[config.mk]
export PLATFORM = sky130hd
export DESIGN_NAME = hwpe_dma_loader
export DESIGN_NICKNAME = d
export VERILOG_FILES = /design/src/rtl/hwpe_dma_loader.sv
export SDC_FILE = /design/constraint.sdc
export NUM_CORES = 1
export LEC_CHECK = 0
export ABC_AREA = 1
export CAP_MARGIN = 20
export CORE_MARGIN = 2
export CORE_UTILIZATION = 57
export CTS_BUF_LIST = sky130_fd_sc_hd__clkbuf_8
export CTS_CLUSTER_SIZE = 14
export DETAILED_ROUTE_END_ITERATION = 10
export HOLD_SLACK_MARGIN = 0.05
export PLACE_DENSITY = 0.88
export SYNTH_ARGS = -nofsm -noshare
export SYNTH_HDL_FRONTEND = slang
export SYNTH_SLANG_ARGS = --single-unit
[constraint.sdc]
create_clock -name clk -period 3.8 [get_ports clk]
set_clock_uncertainty 0.05 [all_clocks]
set_input_delay 0.38 -clock clk [delete_from_list [all_inputs] [get_ports clk]]
set_output_delay 0.38 -clock clk [all_outputs]
set_load 0.03 [all_outputs]
[src/rtl/hwpe_dma_loader.sv]
// rtl/hwpe_dma_loader.sv - descriptor-driven loader from 32-bit system memory into hwpe 64-bit SRAM
`ifndef HWPE_ADDR_WIDTH
`define HWPE_ADDR_WIDTH 16
`endif

module hwpe_dma_loader #(
  parameter int DST_AW  = `HWPE_ADDR_WIDTH,
  parameter int LEN_W   = 16,
  parameter int MAX_OUT = 2
) (
  input  logic              clk,
  input  logic              rst_n,
  input  logic              desc_valid,
  output logic              desc_ready,
  input  logic [31:0]       desc_src_addr,
  input  logic [DST_AW-1:0] desc_dst_addr,
  input  logic [LEN_W-1:0]  desc_len,
  output logic              mem_cmd_valid,
  input  logic              mem_cmd_ready,
  output logic [31:0]       mem_cmd_addr,
  input  logic              mem_rsp_valid,
  output logic              mem_rsp_ready,
  input  logic [31:0]       mem_rsp_rdata,
  input  logic              mem_rsp_err,
  output logic              dma_wen,
  output logic [DST_AW-1:0] dma_wa,
  output logic [63:0]       dma_wd,
  output logic              busy,
  output logic              done,
  output logic              err
);

  typedef enum logic [1:0] {IDLE, RUN, DONE} state_t;

  localparam int         CW        = LEN_W + 1;
  localparam logic [2:0] MAX_OUT_V = 3'(MAX_OUT);

  state_t            state;
  logic [CW-1:0]     total;
  logic [CW-1:0]     cmd_cnt;
  logic [CW-1:0]     rsp_cnt;
  logic [2:0]        outstanding;
  logic [31:0]       cmd_addr;
  logic [31:0]       low_half;
  logic              low_err;
  logic [DST_AW-1:0] next_wa;
  logic              cmd_hs;
  logic              rsp_hs;

  // The address only moves on a handshake, so it stays stable while a command stalls.
  assign mem_cmd_valid = (state == RUN) && (cmd_cnt < total) && (outstanding < MAX_OUT_V);
  assign mem_cmd_addr  = cmd_addr;
  assign mem_rsp_ready = (state == RUN) && (outstanding != 3'd0);
  assign cmd_hs        = mem_cmd_valid && mem_cmd_ready;
  assign rsp_hs        = mem_rsp_valid && mem_rsp_ready;

  always_ff @(posedge clk) begin
    if (!rst_n) begin
      state       <= IDLE;
      desc_ready  <= 1'b1;
      busy        <= 1'b0;
      done        <= 1'b0;
      err         <= 1'b0;
      dma_wen     <= 1'b0;
      dma_wa      <= '0;
      dma_wd      <= '0;
      total       <= '0;
      cmd_cnt     <= '0;
      rsp_cnt     <= '0;
      outstanding <= '0;
      cmd_addr    <= '0;
      low_half    <= '0;
      low_err     <= 1'b0;
      next_wa     <= '0;
    end else begin
      dma_wen <= 1'b0;
      done    <= 1'b0;
      case (state)
        IDLE: begin
          desc_ready <= 1'b1;
          if (desc_valid && desc_ready) begin
            cmd_addr    <= desc_src_addr & ~32'h3;
            next_wa     <= desc_dst_addr & ~DST_AW'(7);
            total       <= {desc_len, 1'b0};
            cmd_cnt     <= '0;
            rsp_cnt     <= '0;
            outstanding <= '0;
            low_err     <= 1'b0;
            err         <= 1'b0;
            desc_ready  <= 1'b0;
            busy        <= 1'b1;
            state       <= (desc_len == '0) ? DONE : RUN;
          end
        end
        RUN: begin
          if (cmd_hs) begin
            cmd_cnt  <= cmd_cnt + CW'(1);
            cmd_addr <= cmd_addr + 32'd4;
          end
          if (cmd_hs && !rsp_hs)
            outstanding <= outstanding + 3'd1;
          else if (!cmd_hs && rsp_hs)
            outstanding <= outstanding - 3'd1;
          if (rsp_hs) begin
            rsp_cnt <= rsp_cnt + CW'(1);
            if (mem_rsp_err)
              err <= 1'b1;
            if (!rsp_cnt[0]) begin
              low_half <= mem_rsp_rdata;
              low_err  <= mem_rsp_err;
            end else begin
              // A beat touched by a read error is dropped, but its slot is still consumed.
              dma_wen <= !(low_err || mem_rsp_err);
              dma_wd  <= {mem_rsp_rdata, low_half};
              dma_wa  <= next_wa;
              next_wa <= next_wa + DST_AW'(8);
              if (rsp_cnt == total - CW'(1))
                state <= DONE;
            end
          end
        end
        DONE: begin
          busy  <= 1'b0;
          done  <= 1'b1;
          state <= IDLE;
        end
        default: state <= IDLE;
      endcase
    end
  end

endmodule

* Word level (Yosys, flattened, before mapping) *
Index checks and enable logic that the tools add are counted.

operators by class
  mux-type cells = 33
  bitwise gates (word level) = 1
  shifts and indexed selects = 0
  div/mod/pow operators = 0
  $add $sub $neg = 7
  eq/ne operators = 11
  order comparisons = 2
  multiply operators = 0
  reduce and logical (&&, ||, !) cells = 29

operator list
  operator                 count
  $pmux W17 S2             2
  $mux W32                 2
  $pmux W32 S2             1
  $mux W17                 3
  $mux W16                 3
  $add A17 B1 Y17 const B  2
  $add A32 B3 Y32 const B  1
  $pmux W16 S2             1
  $reduce_and A4 Y1        5
  $eq A17 B17 Y1           1
  $lt A17 B17 Y1           1
  $sub A17 B1 Y17 const B  1
  $add A16 B4 Y16 const B  1
  $logic_not A16 Y1        1
  $reduce_and A3 Y1        5
  $ne A2 B2 Y1 const B     6
  $mux W2                  5
  $mux W3                  3
  $logic_and A1 B1 Y1      8
  $mux W1                  8
  $pmux W1 S2              3
  $pmux W3 S2              1
  $pmux W2 S2              1
  $reduce_and A2 Y1        2
  13 further kinds         16

storage, ports and cells
  latch bits = 0
  input port bits = 102
  bits in writable memories = 0
  bits in read-only memories = 0
  register bits after elaboration = 221
  memories = 0
  output and inout bits = 119

* Longest topological paths before layout *
  depth after elaboration = 9
  mapped depth = 19
  gate-level depth less buffers = 19

* Least setup slack after synthesis *
No wires, ideal clock.

  path kind = register to register
  start point = register total[6]
  end point = register outstanding[1]
  setup time = 0.064 ns
  slack = 1.413 ns
  arrival = 2.273 ns
  stages on the path, launching flop included = 17
  cell sequence = dfxtp_1 inv_1 ha_1 a21oi_1 nor2_1 nor3_1 nand2_1 nand2_1 nand2_1 nand2_1 nand4_1 inv_1 fa_1 or2_2 nand3_1 nand2_1 nor2_1

between the ends
  word-level cells in the longest chain between the ends = 8
  elaborated cells between the ends (all ways) = 11
  classes of those cells = order compare (1); eq/ne (1); mux (2); reduce/logical (7)

ends and longest elaborated chain
  what                                RTL line  RTL
  start: declaration                  39        logic [CW-1:0] total;
  start signal: assignment            84        total <= {desc_len, 1'b0};
  $lt A17 B17 Y1 *                    51        assign mem_cmd_valid = (state == RUN) && (cmd_cnt < total) && (outstanding < MAX_OUT_V);
  $logic_and A1 B1 Y1 * (2 in a row)  51
  $logic_and A1 B1 Y1 *               54        assign cmd_hs = mem_cmd_valid && mem_cmd_ready;
  $logic_not A1 Y1                    102       else if (!cmd_hs && rsp_hs)
  $logic_and A1 B1 Y1                 102
  $ne A3 B1 Y1 (no source line)       --
  $reduce_and A3 Y1 (no source line)  --
  end signal: assignment              101       outstanding <= outstanding + 3'd1;
  end signal: assignment              103       outstanding <= outstanding - 3'd1;
  end: declaration                    42        logic [2:0] outstanding;

Every way passes the cells marked *; elsewhere a longest branch is shown, timed or not.
A chain may end at the register's enable or synchronous reset.

* Worst setup path after layout *
  start point = register total[14]
  end point = register cmd_addr[23] (netlist: mem_cmd_addr[23])

between the ends
  word-level cells in the longest chain between the ends = 6

ends and longest elaborated chain
  what                                RTL line  RTL
  $lt A17 B17 Y1                      51
  $logic_and A1 B1 Y1 (2 in a row)    51
  $logic_and A1 B1 Y1                 54
  $ne A2 B2 Y1 (no source line)       --
  $reduce_and A3 Y1 (no source line)  --
  end signal: assignment              82        cmd_addr <= desc_src_addr & ~32'h3;
  end signal: assignment              98        cmd_addr <= cmd_addr + 32'd4;
  end: declaration                    43        logic [31:0] cmd_addr;

Every way passes these cells.

==> results.py <==
metrics = {
    "routing": {
        "dr.pass1.iters": 5,
        "post_drt_via_cell_ratio": 5.49,
        "drc": 0,
        "wl_mm": 28.2,
        "vias": 10181,
        "ant_nets": 0,
        "first_iter_violations": 619,
        "post_drt_wl_per_cell_um": 15.2,
    },
    "critical_path": {
        "startpoint_type": "flop",
        "critPathKind": "flop to flop",
        "required_ns": 4.20,
        "worstPathMaxFanout": 33,
        "worstPathArrival_ns": 3.36,
        "crit_path_end_kind": "flop",
    },
    "pwr": {
        "p_per_area_nw_per_um2": 568,
        "clkPwrFrac_pct": 27.4,
        "combPwrFrac_pct": 34.2,
        "report.power.total_mw": 7.46,
        "p_switching_mw": 2.90,
        "netSwitchingFraction_pct": 38.9,
        "power_frac_seq_pct": 38.4,
        "power.internal_mw": 4.56,
        "peakVddDrop_uv": 515,
        "p_leak_nw": 4.97,
    },
    "min_path": {
        "hp-class": "input port to flop",
    },
    "synthesis": {
        "ys.flop_type": "dfxtp_1",
        "synth_area_um2": 10300,
        "syn_avg_cell_area_um2": 7.24,
        "ys_warn_count": 0,
        "syn_inst": 1422,
        "synthDistinctLibCells": 49,
        "synth_seq_area_share_pct": 41.4,
        "yosys_register_bits": 213,
        "synth_edf_count": 0,
        "ys_async_sr_fraction_pct": 0,
    },
    "clock_tree": {
        "clock_latency_ns": 0.53,
        "cts_buffer_depth": 3,
        "cts_sinks": 213,
        "cts_tree": "done",
        "cts-resized-gates": 0,
        "numCtsBuffers": 39,
        "cts_setup_buffers": 0,
        "htree_num_levels": 2,
        "ctsHoldBuffers": 0,
        "clockRootBuffer": "clkbuf_8",
        "path_clk_slew_ns": 0.06,
    },
    "floorplan": {
        "pin_count": 221,
        "core_um2": 17800,
        "die_w_um": 138,
        "start_util_pct": 57.7,
        "rows": 49,
        "die_h_um": 138,
        "die_area_um2": 19200,
    },
    "timing": {
        "min_period_ns": 2.95,
        "tns_ns": 0,
        "setup_slack_ns": 0.846,
        "slew_headroom_pct": 35.5,
        "tightest_slew_ns": 0.965,
        "finalMaxSlewViolations": 0,
        "grt_setup_unrepaired": "false",
        "fmax_mhz": 339,
        "min_period_over_period_pct": 77.7,
        "hold_viol": 0,
        "finalSetupViolCount": 0,
    },
    "final_layout": {
        "layout_common_cells": "nand2_1, dfxtp_1, clkdlybuf4s50_1",
        "multi_input_area_um2": 5240,
        "layout.nets": 1729,
        "fin_util_pct": 73.6,
        "ff_latch_area_um2": 4270,
        "layout_commonest_cell": "nand2_1",
        "drive_above_1_share_pct": 6.09,
        "postLayoutCellArea_um2": 13100,
        "antennaDiodeCount": 0,
        "syn_to_final_growth_pct": 27.5,
        "fillers": 1394,
    },
    "global_route": {
        "use_met2_pct": 47.3,
        "grt_overflow": 0,
        "grt_usage_pct": 28.5,
        "use_met1_pct": 36.1,
        "grt_use_met3_pct": 5.99,
        "grt_pass1_vias": 9651,
        "grt_pass1_wl_mm": 45.9,
        "grt_max_degree": 72,
        "top_usage_layer": "met2",
        "antenna_found_initial": 0,
    },
    "placement": {
        "place_area_um2": 12400,
        "gp_congestion": 0.883,
        "place_ws_ns": 0.855,
        "dpl.hpwl_mm": 19.2,
        "io_buffers": 210,
    },
    "run": {
        "cap_viol_max_count": 0,
    },
    "run_status": {
        "run_status": "finished clean",
    },
}
sequential cells by signal, indices dropped and copies added (netlist names):
register      cells
cmd_cnt          17
low_err           1
low_half         32
state             2
desc_ready        1
outstanding       3
done              1
dma_wd           64
dma_wen           1
busy              1
total            16
err               1
dma_wa           13
next_wa          13
rsp_cnt          17
mem_cmd_addr     30
logic make-up after synthesis:
group | synth area share (%)
buffers and inverters | 8.00
DFF | 41.4
muxes | 0.583
AOI/OAI and AO/OA | 16.8
other | 0.0364
xor gates and xnor gates | 4.89
adders and majority gates | 2.62
and+or+nand+nor | 25.7
path summary, 6_finish.rpt:
check                                                      to                    from  cells after the start  slack [ns]
worst min register to register             dma_wen$_SDFF_PN0_    low_err$_SDFFE_PN0P_                      1        0.39
worst max-delay path            mem_cmd_addr[23]$_SDFFE_PN0P_  total[14]$_SDFFE_PN0P_                     11        0.85
worst max register to register  mem_cmd_addr[23]$_SDFFE_PN0P_  total[14]$_SDFFE_PN0P_                     11        0.85
worst min-delay path                  dma_wd[27]$_SDFFE_PN0P_                   rst_n                      3        0.36
worst max-delay path, cell delays in order, from the launching register on:
cell	delay [ns]
dfxtp_1	0.39
inv_1	0.10
ha_1	0.32
a21oi_1	0.12
o21ai_0	0.19
nor4_4	0.23
nand3_1	0.17
nand2_2	0.47
inv_2	0.41
nor2_1	0.19
o21ai_0	0.10
a21oi_1	0.14
routing by layer:
layer / share of wire, % / vias to the layer above
li1: - / 5070
met1: 43 / 4674
met2: 47 / 356
met3: 6.6 / 81
met4: 3.5 / 0
met5: 0 / -
power groups by stage:
stage	clock network (mW)	logic (mW)	registers, mW
final	2.05	2.55	2.87
after global routing	2.19	2.82	2.91
after CTS	2.08	2.54	2.86
after detailed placement	0	2.53	2.90
after global placement	0	2.45	2.89
after floorplan	0	1.60	3.07
Yosys cell counts, types with 3 or more instances:
library cell,number,area share (%)
a211oi_1,13,0.95
a21oi_1,188,9.1
a221oi_1,6,0.51
a31oi_1,10,0.61
buf_2,17,0.83
buf_4,9,0.66
clkbuf_1,53,1.9
dfxtp_1,213,41
ha_1,20,2.4
inv_1,111,4.0
inv_2,8,0.29
mux2i_1,6,0.58
nand2_1,246,9.0
nand2_2,4,0.24
nand3_1,87,4.2
nand3_2,5,0.49
nand3b_1,4,0.29
nand4_1,17,1.0
nor2_1,183,6.7
nor2_2,4,0.24
nor2_4,3,0.33
nor3_1,23,1.1
nor4_1,7,0.43
o211ai_1,3,0.22
o21a_1,4,0.29
o21ai_0,87,4.2
o21ai_1,9,0.44
xnor2_1,16,1.4
xor2_1,39,3.3
stage by stage:
stage	hold WS, ns	std cells
after floorplan	0.349	1426
after global placement	0.366	1794
after detailed placement	0.366	1794
after CTS	0.335	1855
after global routing	0.373	1855
final	0.357	1855
final cells by class:
| type | count | area share (%) |
|---|---|---|
| multi-input combinational | 1012 | 39.9 |
| sequential | 213 | 32.5 |
| timing repair buffer | 220 | 16.6 |
| inverter | 120 | 3.45 |
| tap | 229 | 2.18 |
| clock buffer | 47 | 4.93 |
| clock inverter | 14 | 0.476 |
No activity file was read; power rests on OpenSTA's default activity.
